==> config.mk <==
export PLATFORM = sky130hd
export DESIGN_NAME = alu_seq
export DESIGN_NICKNAME = d
export VERILOG_FILES = /design/src/rtl/alu_pkg.sv /design/src/rtl/alu_iter_muldiv.sv /design/src/rtl/alu_seq.sv
export SDC_FILE = /design/constraint.sdc
export NUM_CORES = 1
export LEC_CHECK = 0
export BUFFER_PORTS_ARGS = -buffer_cell sky130_fd_sc_hd__buf_4
export CAP_MARGIN = 20
export CORE_MARGIN = 2
export CORE_UTILIZATION = 30
export DETAILED_ROUTE_END_ITERATION = 10
export PLACE_DENSITY = 0.53
export SYNTH_ARGS = -nofsm -noshare
export SYNTH_HDL_FRONTEND = slang
export SYNTH_SLANG_ARGS = --single-unit
==> constraint.sdc <==
create_clock -name clk -period 4.1 [get_ports clk]
set_input_delay 0.615 -clock clk [delete_from_list [all_inputs] [get_ports clk]]
set_output_delay 0.615 -clock clk [all_outputs]
set_load 0.005 [all_outputs]
==> src/rtl/alu_pkg.sv <==
// ---------------------------------------------------------------------------
// alu_pkg
// Shared definitions for the handshaked sequential ALU:
//   - op-code constants OP_ADD .. OP_SUB
//   - FSM state type (IDLE / BUSY / DONE)
//   - is_multicycle(): tells whether an op needs the iterative unit
// ---------------------------------------------------------------------------
package alu_pkg;

    localparam logic [2:0] OP_ADD = 3'b000;
    localparam logic [2:0] OP_MUL = 3'b001;
    localparam logic [2:0] OP_AND = 3'b010;
    localparam logic [2:0] OP_OR  = 3'b011;
    localparam logic [2:0] OP_DIV = 3'b100;
    localparam logic [2:0] OP_GT  = 3'b101;
    localparam logic [2:0] OP_LT  = 3'b110;
    localparam logic [2:0] OP_SUB = 3'b111;

    typedef enum logic [1:0] {
        IDLE = 2'd0,
        BUSY = 2'd1,
        DONE = 2'd2
    } state_e;

    // DIV by zero is resolved in a single cycle, so only a non-zero divisor
    // sends a DIV to the iterative unit.
    function automatic logic is_multicycle(input logic [2:0] op, input logic b_nonzero);
        return (op == OP_MUL) || ((op == OP_DIV) && b_nonzero);
    endfunction

endpackage

==> src/rtl/alu_iter_muldiv.sv <==
// ---------------------------------------------------------------------------
// alu_iter_muldiv
// Iterative unsigned multiply (shift-add) / divide (restoring) engine.
// Ports:
//   clk, rst_n      clock, asynchronous active-low reset
//   start           load operands and begin WIDTH iterations
//   is_div          1 = divide, 0 = multiply (sampled on start)
//   a, b            operands (sampled on start)
//   done            high during the cycle of the last iteration
//   lo, hi          result of the current iteration (valid when done):
//                   MUL -> low/high product, DIV -> quotient/remainder
// ---------------------------------------------------------------------------
module alu_iter_muldiv
    import alu_pkg::*;
#(
    parameter int WIDTH = 16,
    parameter int CNT_W = $clog2(WIDTH + 1)
) (
    input  logic             clk,
    input  logic             rst_n,
    input  logic             start,
    input  logic             is_div,
    input  logic [WIDTH-1:0] a,
    input  logic [WIDTH-1:0] b,
    output logic             done,
    output logic [WIDTH-1:0] lo,
    output logic [WIDTH-1:0] hi
);

    // hi_q: MUL partial product high half / DIV partial remainder
    // lo_q: MUL multiplier shifting out low bits / DIV dividend shifting
    //       out while quotient bits shift in
    logic [WIDTH-1:0] hi_q, hi_d;
    logic [WIDTH-1:0] lo_q, lo_d;
    logic [WIDTH-1:0] b_q, b_d;
    logic [CNT_W-1:0] cnt_q, cnt_d;
    logic             is_div_q, is_div_d;

    logic [WIDTH:0]   mul_sum;
    logic [WIDTH-1:0] mul_hi, mul_lo;
    logic [WIDTH:0]   div_shift, div_diff;
    logic             div_ge;
    logic [WIDTH-1:0] div_hi, div_lo;
    logic [WIDTH-1:0] step_hi, step_lo;

    always_comb begin
        // Shift-add: conditionally add B into the high half, then shift the
        // whole {carry, hi, lo} right by one.
        mul_sum = {1'b0, hi_q} + (lo_q[0] ? {1'b0, b_q} : '0);
        mul_hi  = mul_sum[WIDTH:1];
        mul_lo  = {mul_sum[0], lo_q[WIDTH-1:1]};

        // Restoring divide: bring in the next dividend bit; bit WIDTH of the
        // difference is the borrow since the partial remainder stays < B.
        div_shift = {hi_q, lo_q[WIDTH-1]};
        div_diff  = div_shift - {1'b0, b_q};
        div_ge    = ~div_diff[WIDTH];
        div_hi    = div_ge ? div_diff[WIDTH-1:0] : div_shift[WIDTH-1:0];
        div_lo    = {lo_q[WIDTH-2:0], div_ge};

        step_hi = is_div_q ? div_hi : mul_hi;
        step_lo = is_div_q ? div_lo : mul_lo;
    end

    always_comb begin
        hi_d     = hi_q;
        lo_d     = lo_q;
        b_d      = b_q;
        cnt_d    = cnt_q;
        is_div_d = is_div_q;
        if (start) begin
            hi_d     = '0;
            lo_d     = a;
            b_d      = b;
            cnt_d    = CNT_W'(WIDTH);
            is_div_d = is_div;
        end else if (cnt_q != '0) begin
            hi_d  = step_hi;
            lo_d  = step_lo;
            cnt_d = cnt_q - CNT_W'(1);
        end
    end

    always_ff @(posedge clk or negedge rst_n) begin
        if (!rst_n) begin
            hi_q     <= '0;
            lo_q     <= '0;
            b_q      <= '0;
            cnt_q    <= '0;
            is_div_q <= 1'b0;
        end else begin
            hi_q     <= hi_d;
            lo_q     <= lo_d;
            b_q      <= b_d;
            cnt_q    <= cnt_d;
            is_div_q <= is_div_d;
        end
    end

    // The final iteration's result is presented combinationally so the
    // parent can register it on the same edge the counter reaches zero.
    assign done = (cnt_q == CNT_W'(1));
    assign lo   = step_lo;
    assign hi   = step_hi;

endmodule

==> src/rtl/alu_seq.sv <==
// ---------------------------------------------------------------------------
// alu_seq
// Handshaked unsigned ALU with registered result and flags.
// Ports:
//   clk, rst_n            clock, asynchronous active-low reset
//   in_valid / in_ready   operand channel (d_in_1 = A, d_in_2 = B, alu_op)
//   out_valid / out_ready result channel
//   d_out, d_out_hi       result; d_out_hi = MUL high half or DIV remainder
//   z_flag                d_out == 0
//   a_grt_b, b_grt_a      unsigned A > B, A < B of the accepted operands
//   c_flag                ADD carry / SUB borrow
//   dz_flag               DIV with B == 0
// MUL and DIV (B != 0) take WIDTH BUSY cycles; all other ops complete on
// the accept edge.
// ---------------------------------------------------------------------------
module alu_seq
    import alu_pkg::*;
#(
    parameter int WIDTH = 16,
    parameter int CNT_W = $clog2(WIDTH + 1)
) (
    input  logic             clk,
    input  logic             rst_n,
    input  logic             in_valid,
    output logic             in_ready,
    input  logic [WIDTH-1:0] d_in_1,
    input  logic [WIDTH-1:0] d_in_2,
    input  logic [2:0]       alu_op,
    output logic             out_valid,
    input  logic             out_ready,
    output logic [WIDTH-1:0] d_out,
    output logic [WIDTH-1:0] d_out_hi,
    output logic             z_flag,
    output logic             a_grt_b,
    output logic             b_grt_a,
    output logic             c_flag,
    output logic             dz_flag
);

    state_e state_q, state_d;

    logic [WIDTH-1:0] d_out_q, d_out_d;
    logic [WIDTH-1:0] d_out_hi_q, d_out_hi_d;
    logic             z_q, z_d;
    logic             agb_q, agb_d;
    logic             bga_q, bga_d;
    logic             c_q, c_d;
    logic             dz_q, dz_d;
    // Compare flags of an op in flight through the iterative unit
    logic             pend_agb_q, pend_agb_d;
    logic             pend_bga_q, pend_bga_d;

    logic             accept;
    logic             multi;
    logic             md_start;
    logic             md_done;
    logic [WIDTH-1:0] md_lo, md_hi;

    logic [WIDTH:0]   sum;
    logic             a_gt, a_lt;
    logic [WIDTH-1:0] sc_lo, sc_hi;
    logic             sc_c, sc_dz;

    assign in_ready  = (state_q == IDLE) || ((state_q == DONE) && out_ready);
    assign out_valid = (state_q == DONE);
    assign accept    = in_valid && in_ready;
    assign multi     = is_multicycle(alu_op, |d_in_2);
    assign md_start  = accept && multi;

    // Single-cycle datapath
    always_comb begin
        sum   = {1'b0, d_in_1} + {1'b0, d_in_2};
        a_gt  = (d_in_1 > d_in_2);
        a_lt  = (d_in_1 < d_in_2);
        sc_lo = '0;
        sc_hi = '0;
        sc_c  = 1'b0;
        sc_dz = 1'b0;
        case (alu_op)
            OP_ADD: begin
                sc_lo = sum[WIDTH-1:0];
                sc_c  = sum[WIDTH];
            end
            OP_AND: sc_lo = d_in_1 & d_in_2;
            OP_OR:  sc_lo = d_in_1 | d_in_2;
            OP_GT:  sc_lo = {{(WIDTH-1){1'b0}}, a_gt};
            OP_LT:  sc_lo = {{(WIDTH-1){1'b0}}, a_lt};
            OP_SUB: begin
                sc_lo = d_in_1 - d_in_2;
                sc_c  = a_lt;
            end
            OP_DIV: begin
                // Only reaches here with B == 0
                sc_lo = '1;
                sc_hi = d_in_1;
                sc_dz = 1'b1;
            end
            default: ;
        endcase
    end

    alu_iter_muldiv #(
        .WIDTH (WIDTH),
        .CNT_W (CNT_W)
    ) u_muldiv (
        .clk    (clk),
        .rst_n  (rst_n),
        .start  (md_start),
        .is_div (alu_op == OP_DIV),
        .a      (d_in_1),
        .b      (d_in_2),
        .done   (md_done),
        .lo     (md_lo),
        .hi     (md_hi)
    );

    // Next-state logic
    always_comb begin
        state_d = state_q;
        case (state_q)
            IDLE: if (in_valid) state_d = multi ? BUSY : DONE;
            BUSY: if (md_done) state_d = DONE;
            DONE: begin
                if (out_ready) begin
                    if (in_valid) state_d = multi ? BUSY : DONE;
                    else          state_d = IDLE;
                end
            end
            default: state_d = IDLE;
        endcase
    end

    // Result / flag register next values
    always_comb begin
        d_out_d    = d_out_q;
        d_out_hi_d = d_out_hi_q;
        z_d        = z_q;
        agb_d      = agb_q;
        bga_d      = bga_q;
        c_d        = c_q;
        dz_d       = dz_q;
        pend_agb_d = pend_agb_q;
        pend_bga_d = pend_bga_q;
        if (accept && !multi) begin
            d_out_d    = sc_lo;
            d_out_hi_d = sc_hi;
            z_d        = (sc_lo == '0);
            agb_d      = a_gt;
            bga_d      = a_lt;
            c_d        = sc_c;
            dz_d       = sc_dz;
        end else if (md_start) begin
            pend_agb_d = a_gt;
            pend_bga_d = a_lt;
        end else if ((state_q == BUSY) && md_done) begin
            d_out_d    = md_lo;
            d_out_hi_d = md_hi;
            z_d        = (md_lo == '0);
            agb_d      = pend_agb_q;
            bga_d      = pend_bga_q;
            c_d        = 1'b0;
            dz_d       = 1'b0;
        end
    end

    always_ff @(posedge clk or negedge rst_n) begin
        if (!rst_n) begin
            state_q    <= IDLE;
            d_out_q    <= '0;
            d_out_hi_q <= '0;
            z_q        <= 1'b0;
            agb_q      <= 1'b0;
            bga_q      <= 1'b0;
            c_q        <= 1'b0;
            dz_q       <= 1'b0;
            pend_agb_q <= 1'b0;
            pend_bga_q <= 1'b0;
        end else begin
            state_q    <= state_d;
            d_out_q    <= d_out_d;
            d_out_hi_q <= d_out_hi_d;
            z_q        <= z_d;
            agb_q      <= agb_d;
            bga_q      <= bga_d;
            c_q        <= c_d;
            dz_q       <= dz_d;
            pend_agb_q <= pend_agb_d;
            pend_bga_q <= pend_bga_d;
        end
    end

    assign d_out    = d_out_q;
    assign d_out_hi = d_out_hi_q;
    assign z_flag   = z_q;
    assign a_grt_b  = agb_q;
    assign b_grt_a  = bga_q;
    assign c_flag   = c_q;
    assign dz_flag  = dz_q;

endmodule

## Word level (Yosys, flattened, before mapping)

Index checks and enable logic that the tools add are counted.

| operators by class | value |
|---|---|
| add/sub/neg operators | 5 |
| equality and inequality tests | 14 |
| reductions and logical operators | 20 |
| $lt $le $gt $ge | 2 |
| bitwise gates (word level) | 4 |
| muxes and demuxes | 39 |

Operators by type and width:

| operator | number |
|---|---|
| $mux 16 | 15 |
| $pmux 16 s7 | 1 |
| $logic_not 16->1 | 2 |
| $add 16x16->17 | 1 |
| $add 16x17->17 | 1 |
| $sub 17x16->17 | 1 |
| $and 16x16->16 | 1 |
| $gt 16x16->1 | 1 |
| $lt 16x16->1 | 1 |
| $or 16x16->16 | 1 |
| $reduce_or 16->1 | 1 |
| $sub 16x16->16 | 1 |
| $mux 1 | 14 |
| $eq 3x3->1 const B | 4 |
| $mux 2 | 5 |
| $mux 5 | 2 |
| $eq 3x2->1 const B | 2 |
| $logic_and 1x1->1 | 6 |
| $pmux 2 s3 | 1 |
| $eq 5x1->1 const B | 1 |
| $reduce_bool 5->1 | 1 |
| $sub 5x1->5 const B | 1 |
| $ne 2x1->1 const B | 2 |
| $ne 2x2->1 const B | 2 |
| 12 further kinds | 16 |

| word-level totals | value |
|---|---|
| word-level logic and storage cells | 99 |
| register bits | 95 |

## Logic depth before layout (Yosys ltp)

| depth | value |
|---|---|
| word-level depth | 7 |
| gate-level depth with buffers | 15 |

## By module

A second synthesis with hierarchy kept.

| unflattened totals | value |
|---|---|
| cells, all modules | 1122 |
| area total of the unflattened synthesis | 8888.5 µm² |

Modules (own cells, without submodules):

| module | cells an instance | instances | area an instance (µm²) |
|---|---|---|---|
| alu_seq | 614 | 1 | 4533.1 |
| alu_iter_muldiv | 508 | 1 | 4355.4 |

## Least setup slack after synthesis

Ideal clock, no wire load.

| timing path | value |
|---|---|
| path type | register to register |
| from | register u_muldiv.lo_q[15] |
| to | register d_out_hi_q[11] (netlist: d_out_hi[11]) |
| cell stages (with the launch flop) | 16 |
| clock period less this slack | 3.242 ns |
| data arrival time | 3.122 ns |
| required time | 3.980 ns |
| path slack | 0.858 ns |
| path through | dfrtp_1 -> inv_1 -> ha_1 -> inv_1 -> fa_1 -> a211oi_1 -> nor2_1 -> o41a_1 -> a221oi_2 -> a21oi_1 -> xnor2_2 -> buf_4 -> a31o_2 -> a31oi_1 -> a21oi_1 -> a31o_2 |

| on the way | value |
|---|---|
| cells in the longest elaborated chain, start to end | 6 |

Ends and longest elaborated chain:

| element | RTL line | text |
|---|---|---|
| start, declared | alu_iter_muldiv.sv:34 | `logic [WIDTH-1:0] lo_q, lo_d;` |
| start signal, assigned | alu_iter_muldiv.sv:93 | `lo_q <= lo_d;` |
| $sub 17x16->17 | alu_iter_muldiv.sv:56 | `div_diff = div_shift - {1'b0, b_q};` |
| $mux 16 | alu_iter_muldiv.sv:58 | `div_hi = div_ge ? div_diff[WIDTH-1:0] : div_shift[WIDTH-1:0];` |
| $mux 16 | alu_iter_muldiv.sv:61 | `step_hi = is_div_q ? div_hi : mul_hi;` |
| $mux 16 | alu_seq.sv:155 | `end else if ((state_q == BUSY) && md_done) begin` |
| $mux 16 | alu_seq.sv:152 | `end else if (md_start) begin` |
| $mux 16 | alu_seq.sv:144 | `if (accept && !multi) begin` |
| end signal, assigned | alu_seq.sv:181 | `d_out_hi_q <= d_out_hi_d;` |
| end, declared | alu_seq.sv:43 | `logic [WIDTH-1:0] d_out_hi_q, d_out_hi_d;` |

No other way between the ends. The select of a mux whose other input is x is not followed.
A chain may end at the register's enable or synchronous reset.

## Worst setup path after layout

| timing path | value |
|---|---|
| from | register u_muldiv.lo_q[15] |
| to | register d_out_hi_q[3] (netlist: d_out_hi[3]) |

Same word-level chain as after synthesis.

==> results.json <==
{
  "outcome": "complete, no violations",
  "synth_warnings": 0,
  "p_clk_frac": 0.115,
  "cts_post_setup_buffers_inserted": 0,
  "detail-route-antenna-nets": 0,
  "total_die_area_um2": 29900,
  "critPathCaptureType": "flop",
  "finalPower_mw": 7.19,
  "globalRouteTotalUtil": 0.199,
  "drt_first_iter_violations": 682,
  "syn_inst": 1083,
  "library_cell_with_the_largest_summed_area_after_synthesis": "sky130_fd_sc_hd__dfrtp_1",
  "post_synth_most_frequent_cells": "134 x sky130_fd_sc_hd__nor2_1, 120 x sky130_fd_sc_hd__a21oi_1, 95 x sky130_fd_sc_hd__dfrtp_1, 87 x sky130_fd_sc_hd__ha_1, 77 x sky130_fd_sc_hd__nand2_1",
  "grt_setup_unrepaired": "no",
  "vdd.ir_drop.worst_v": 0.000285,
  "route.detailed.drc": 0,
  "avgRoutedWirePerCell_um": 19.9,
  "die_w_um": 173,
  "ios": 78,
  "grt_max_degree": 51,
  "synth-async-reset-ratio": 1.00,
  "clock_tree.root_cell": "sky130_fd_sc_hd__clkbuf_16",
  "relSlewSlack": 0.440,
  "tritoncts": "yes",
  "htree_num_levels": 3,
  "synthesis.area_um2": 8560,
  "grt_remaining_overflow": 0,
  "switchingPower_mw": 3.41,
  "worst_setup_path_start_kind": "flop",
  "reg2reg_to": "d_out_hi[3]$_DFFE_PN0P_",
  "final.min_clock_period_ns": 3.79,
  "dp_worst_setup_slack_ns": 0.258,
  "antenna_violations_before_repair": 0,
  "yosysMostFrequentCell": "sky130_fd_sc_hd__nor2_1",
  "max_cap_violations": 0,
  "ctsResizeCount": 0,
  "synthesis.area_per_instance_um2": 7.90,
  "yosys.area.top_type_share": 0.278,
  "path_class": "flop to flop",
  "dpl.hpwl_um": 23100,
  "combPwrFrac": 0.639,
  "synth_seq_cells": 95,
  "rrSetupSlack_ns": 0.31,
  "num-fill-cells": 3012,
  "timing_max_transition_violations_final": 0,
  "ys_seq_area_frac": 0.278,
  "number_of_cells_on_the_worst_reg_to_reg_path": 15,
  "post_route_cells_drive_above_1_share": 0.125,
  "dr_pass1_iterations": 5,
  "syn_nets": 1213,
  "grt_pass1_vias": 7997,
  "finish.utilization": 0.353,
  "antenna_cells_inserted": 0,
  "synth.area.top_cells": "sky130_fd_sc_hd__dfrtp_1 28%, sky130_fd_sc_hd__ha_1 13%, sky130_fd_sc_hd__a21oi_1 7.0%",
  "grt_first_pass_wirelength_um": 46800,
  "path_max_fanout": 22,
  "cts_hold_buffers": 0,
  "flow.area_growth_from_synthesis_pct": 15.2,
  "seq_power_share": 0.246,
  "postLayoutSetupSlackWorst_ns": 0.311,
  "via_per_inst": 5.45,
  "route.final.wire_length_um": 30200,
  "insertion_delay_ns": 0.36,
  "synth-main-ff-cell": "sky130_fd_sc_hd__dfrtp_1",
  "wp_data_arrival_ns": 4.04,
  "setup_violations": 0,
  "start_util": 0.306,
  "r2r-start": "u_muldiv.lo_q[15]$_DFFE_PN0P_",
  "path_clk_slew_ns": 0.08,
  "cts-root-to-sink-buffers": 2,
  "synth-edff-count": 0,
  "tritoncts_num_sinks": 95,
  "worst_setup_path_endpoint": "d_out_hi[3]$_DFFE_PN0P_",
  "vias": 8280,
  "die_height_um": 173,
  "critical_path.startpoint": "u_muldiv.lo_q[15]$_DFFE_PN0P_",
  "max_fclk_mhz": 264,
  "core_area_um2": 27900,
  "final.setup.tns_ns": 0,
  "p_int_mw": 3.78,
  "num_rows": 61,
  "finClkSkew_ns": 0.00922,
  "yosys.cell_types.count": 68,
  "worstPathRequired_ns": 4.35,
  "power.static_leakage_nw": 4.49,
  "gp_congestion": 0.889,
  "final_net_count": 1266,
  "port_buffers": 77,
  "swShare": 0.474,
  "holdCritPathClass": "input port to asynchronous set/reset pin",
  "layout_worst_path_cycle_share": 0.924,
  "power-per-cell-area_nw_per_um2": 730,
  "cts_inserted_buffers": 9,
  "worst-slew-pin-transition_ns": 0.839,
  "hold_viol_final": 0
}
critical path, stage by stage (launching register included):
cell,delay (ns)
sky130_fd_sc_hd__dfrtp_1,0.41
sky130_fd_sc_hd__inv_1,0.08
sky130_fd_sc_hd__ha_1,0.17
sky130_fd_sc_hd__inv_1,0.06
sky130_fd_sc_hd__fa_1,0.42
sky130_fd_sc_hd__a211oi_1,0.26
sky130_fd_sc_hd__nor2_1,0.11
sky130_fd_sc_hd__o41a_1,0.38
sky130_fd_sc_hd__a221oi_2,0.33
sky130_fd_sc_hd__a21oi_1,0.16
sky130_fd_sc_hd__xnor2_2,0.15
sky130_fd_sc_hd__buf_4,0.22
sky130_fd_sc_hd__or3_1,0.39
sky130_fd_sc_hd__a31oi_1,0.25
sky130_fd_sc_hd__nor2_1,0.11
sky130_fd_sc_hd__o32ai_1,0.17
cell usage in the layout, fill, tap and decap left out, types with 11 or more instances in the layout:
master / synthesis / final
sky130_fd_sc_hd__xnor2_1: 18 / 18
sky130_fd_sc_hd__nand3_1: 17 / 17
sky130_fd_sc_hd__nor3_1: 27 / 27
sky130_fd_sc_hd__o221ai_1: 13 / 13
sky130_fd_sc_hd__a21o_1: 20 / 20
sky130_fd_sc_hd__and2_1: 21 / 21
sky130_fd_sc_hd__o21ai_0: 72 / 72
sky130_fd_sc_hd__ha_1: 87 / 87
sky130_fd_sc_hd__a31oi_1: 11 / 11
sky130_fd_sc_hd__a211oi_1: 27 / 27
sky130_fd_sc_hd__inv_1: 72 / 72
sky130_fd_sc_hd__nor4_1: 15 / 15
sky130_fd_sc_hd__mux2i_1: 27 / 27
sky130_fd_sc_hd__dfrtp_1: 95 / 94
sky130_fd_sc_hd__nand2_1: 77 / 77
sky130_fd_sc_hd__nor2_1: 134 / 133
sky130_fd_sc_hd__a21oi_1: 120 / 120
sky130_fd_sc_hd__buf_4: 1 / 102
power groups by stage:
stage	Clock [mW]	Sequential, mW	Combinational [mW]
finish	0.824	1.77	4.60
global route	0.878	1.82	5.15
CTS	0.834	1.77	4.57
detailed placement	0	1.78	4.54
global placement	0	1.79	4.51
floorplan	0	1.62	3.39
final cells by class:
class / instances / area, µm² / area share
Tap cell: 378 / 473 / 0.0480
Clock inverter: 6 / 46.3 / 0.00470
Inverter: 72 / 270 / 0.0274
Clock buffer: 9 / 225 / 0.0229
Sequential cell: 95 / 2380 / 0.241
Timing Repair Buffer: 103 / 777 / 0.0788
Multi-Input combinational cell: 855 / 5690 / 0.577
routing by layer:
| layer | GRT usage | vias to the layer above | routed length, µm |
|---|---|---|---|
| li1 | - | 4002 | - |
| met5 | 0 | - | 0 |
| met2 | 0.332 | 261 | 14400 |
| met1 | 0.279 | 3991 | 13900 |
| met3 | 0.0204 | 26 | 1510 |
| met4 | 0.0406 | 0 | 394 |
through the flow:
| step | hold WS, ns | cell area [µm²] | cells |
|---|---|---|---|
| 6_report | 0.294 | 9860 | 1518 |
| 4_1_cts | 0.316 | 9840 | 1517 |
| 3_5_place_dp | 0.501 | 9570 | 1502 |
| 2_1_floorplan | 0.319 | 8560 | 1083 |
| 3_3_place_gp | 0.497 | 9570 | 1502 |
| 5_1_grt | 0.354 | 9860 | 1518 |
logic make-up after synthesis:
kind of cell,after synthesis,synth area share
compound gates,361,0.273
xor+xnor,26,0.0275
fa+ha+maj,91,0.137
buf+inv,133,0.0594
flops,95,0.278
mux,32,0.0395
simple gates,345,0.187
worst min-delay path by stage:
stage | slack [ns] | end | cells past startpoint | start
floorplan | 0.32 | a_grt_b$_DFFE_PN0P_ | 0 | rst_n
global placement | 0.50 | dz_flag$_DFFE_PN0P_ | 2 | dz_flag$_DFFE_PN0P_
detailed placement | 0.50 | dz_flag$_DFFE_PN0P_ | 2 | dz_flag$_DFFE_PN0P_
CTS | 0.32 | u_muldiv.b_q[13]$_DFFE_PN0P_ | 1 | rst_n
global route | 0.35 | u_muldiv.b_q[13]$_DFFE_PN0P_ | 1 | rst_n
finish | 0.29 | u_muldiv.b_q[13]$_DFFE_PN0P_ | 1 | rst_n
sequential cells by signal, indices dropped and copies added, names as in the netlist:
signal / flops
a_grt_b: 1
b_grt_a: 1
c_flag: 1
d_out: 16
d_out_hi: 16
dz_flag: 1
pend_agb_q: 1
pend_bga_q: 1
state_q: 2
u_muldiv.b_q: 16
u_muldiv.cnt_q: 5
u_muldiv.hi_q: 16
u_muldiv.is_div_q: 1
u_muldiv.lo_q: 16
z_flag: 1
No activity file was read; power rests on OpenSTA's default activity.
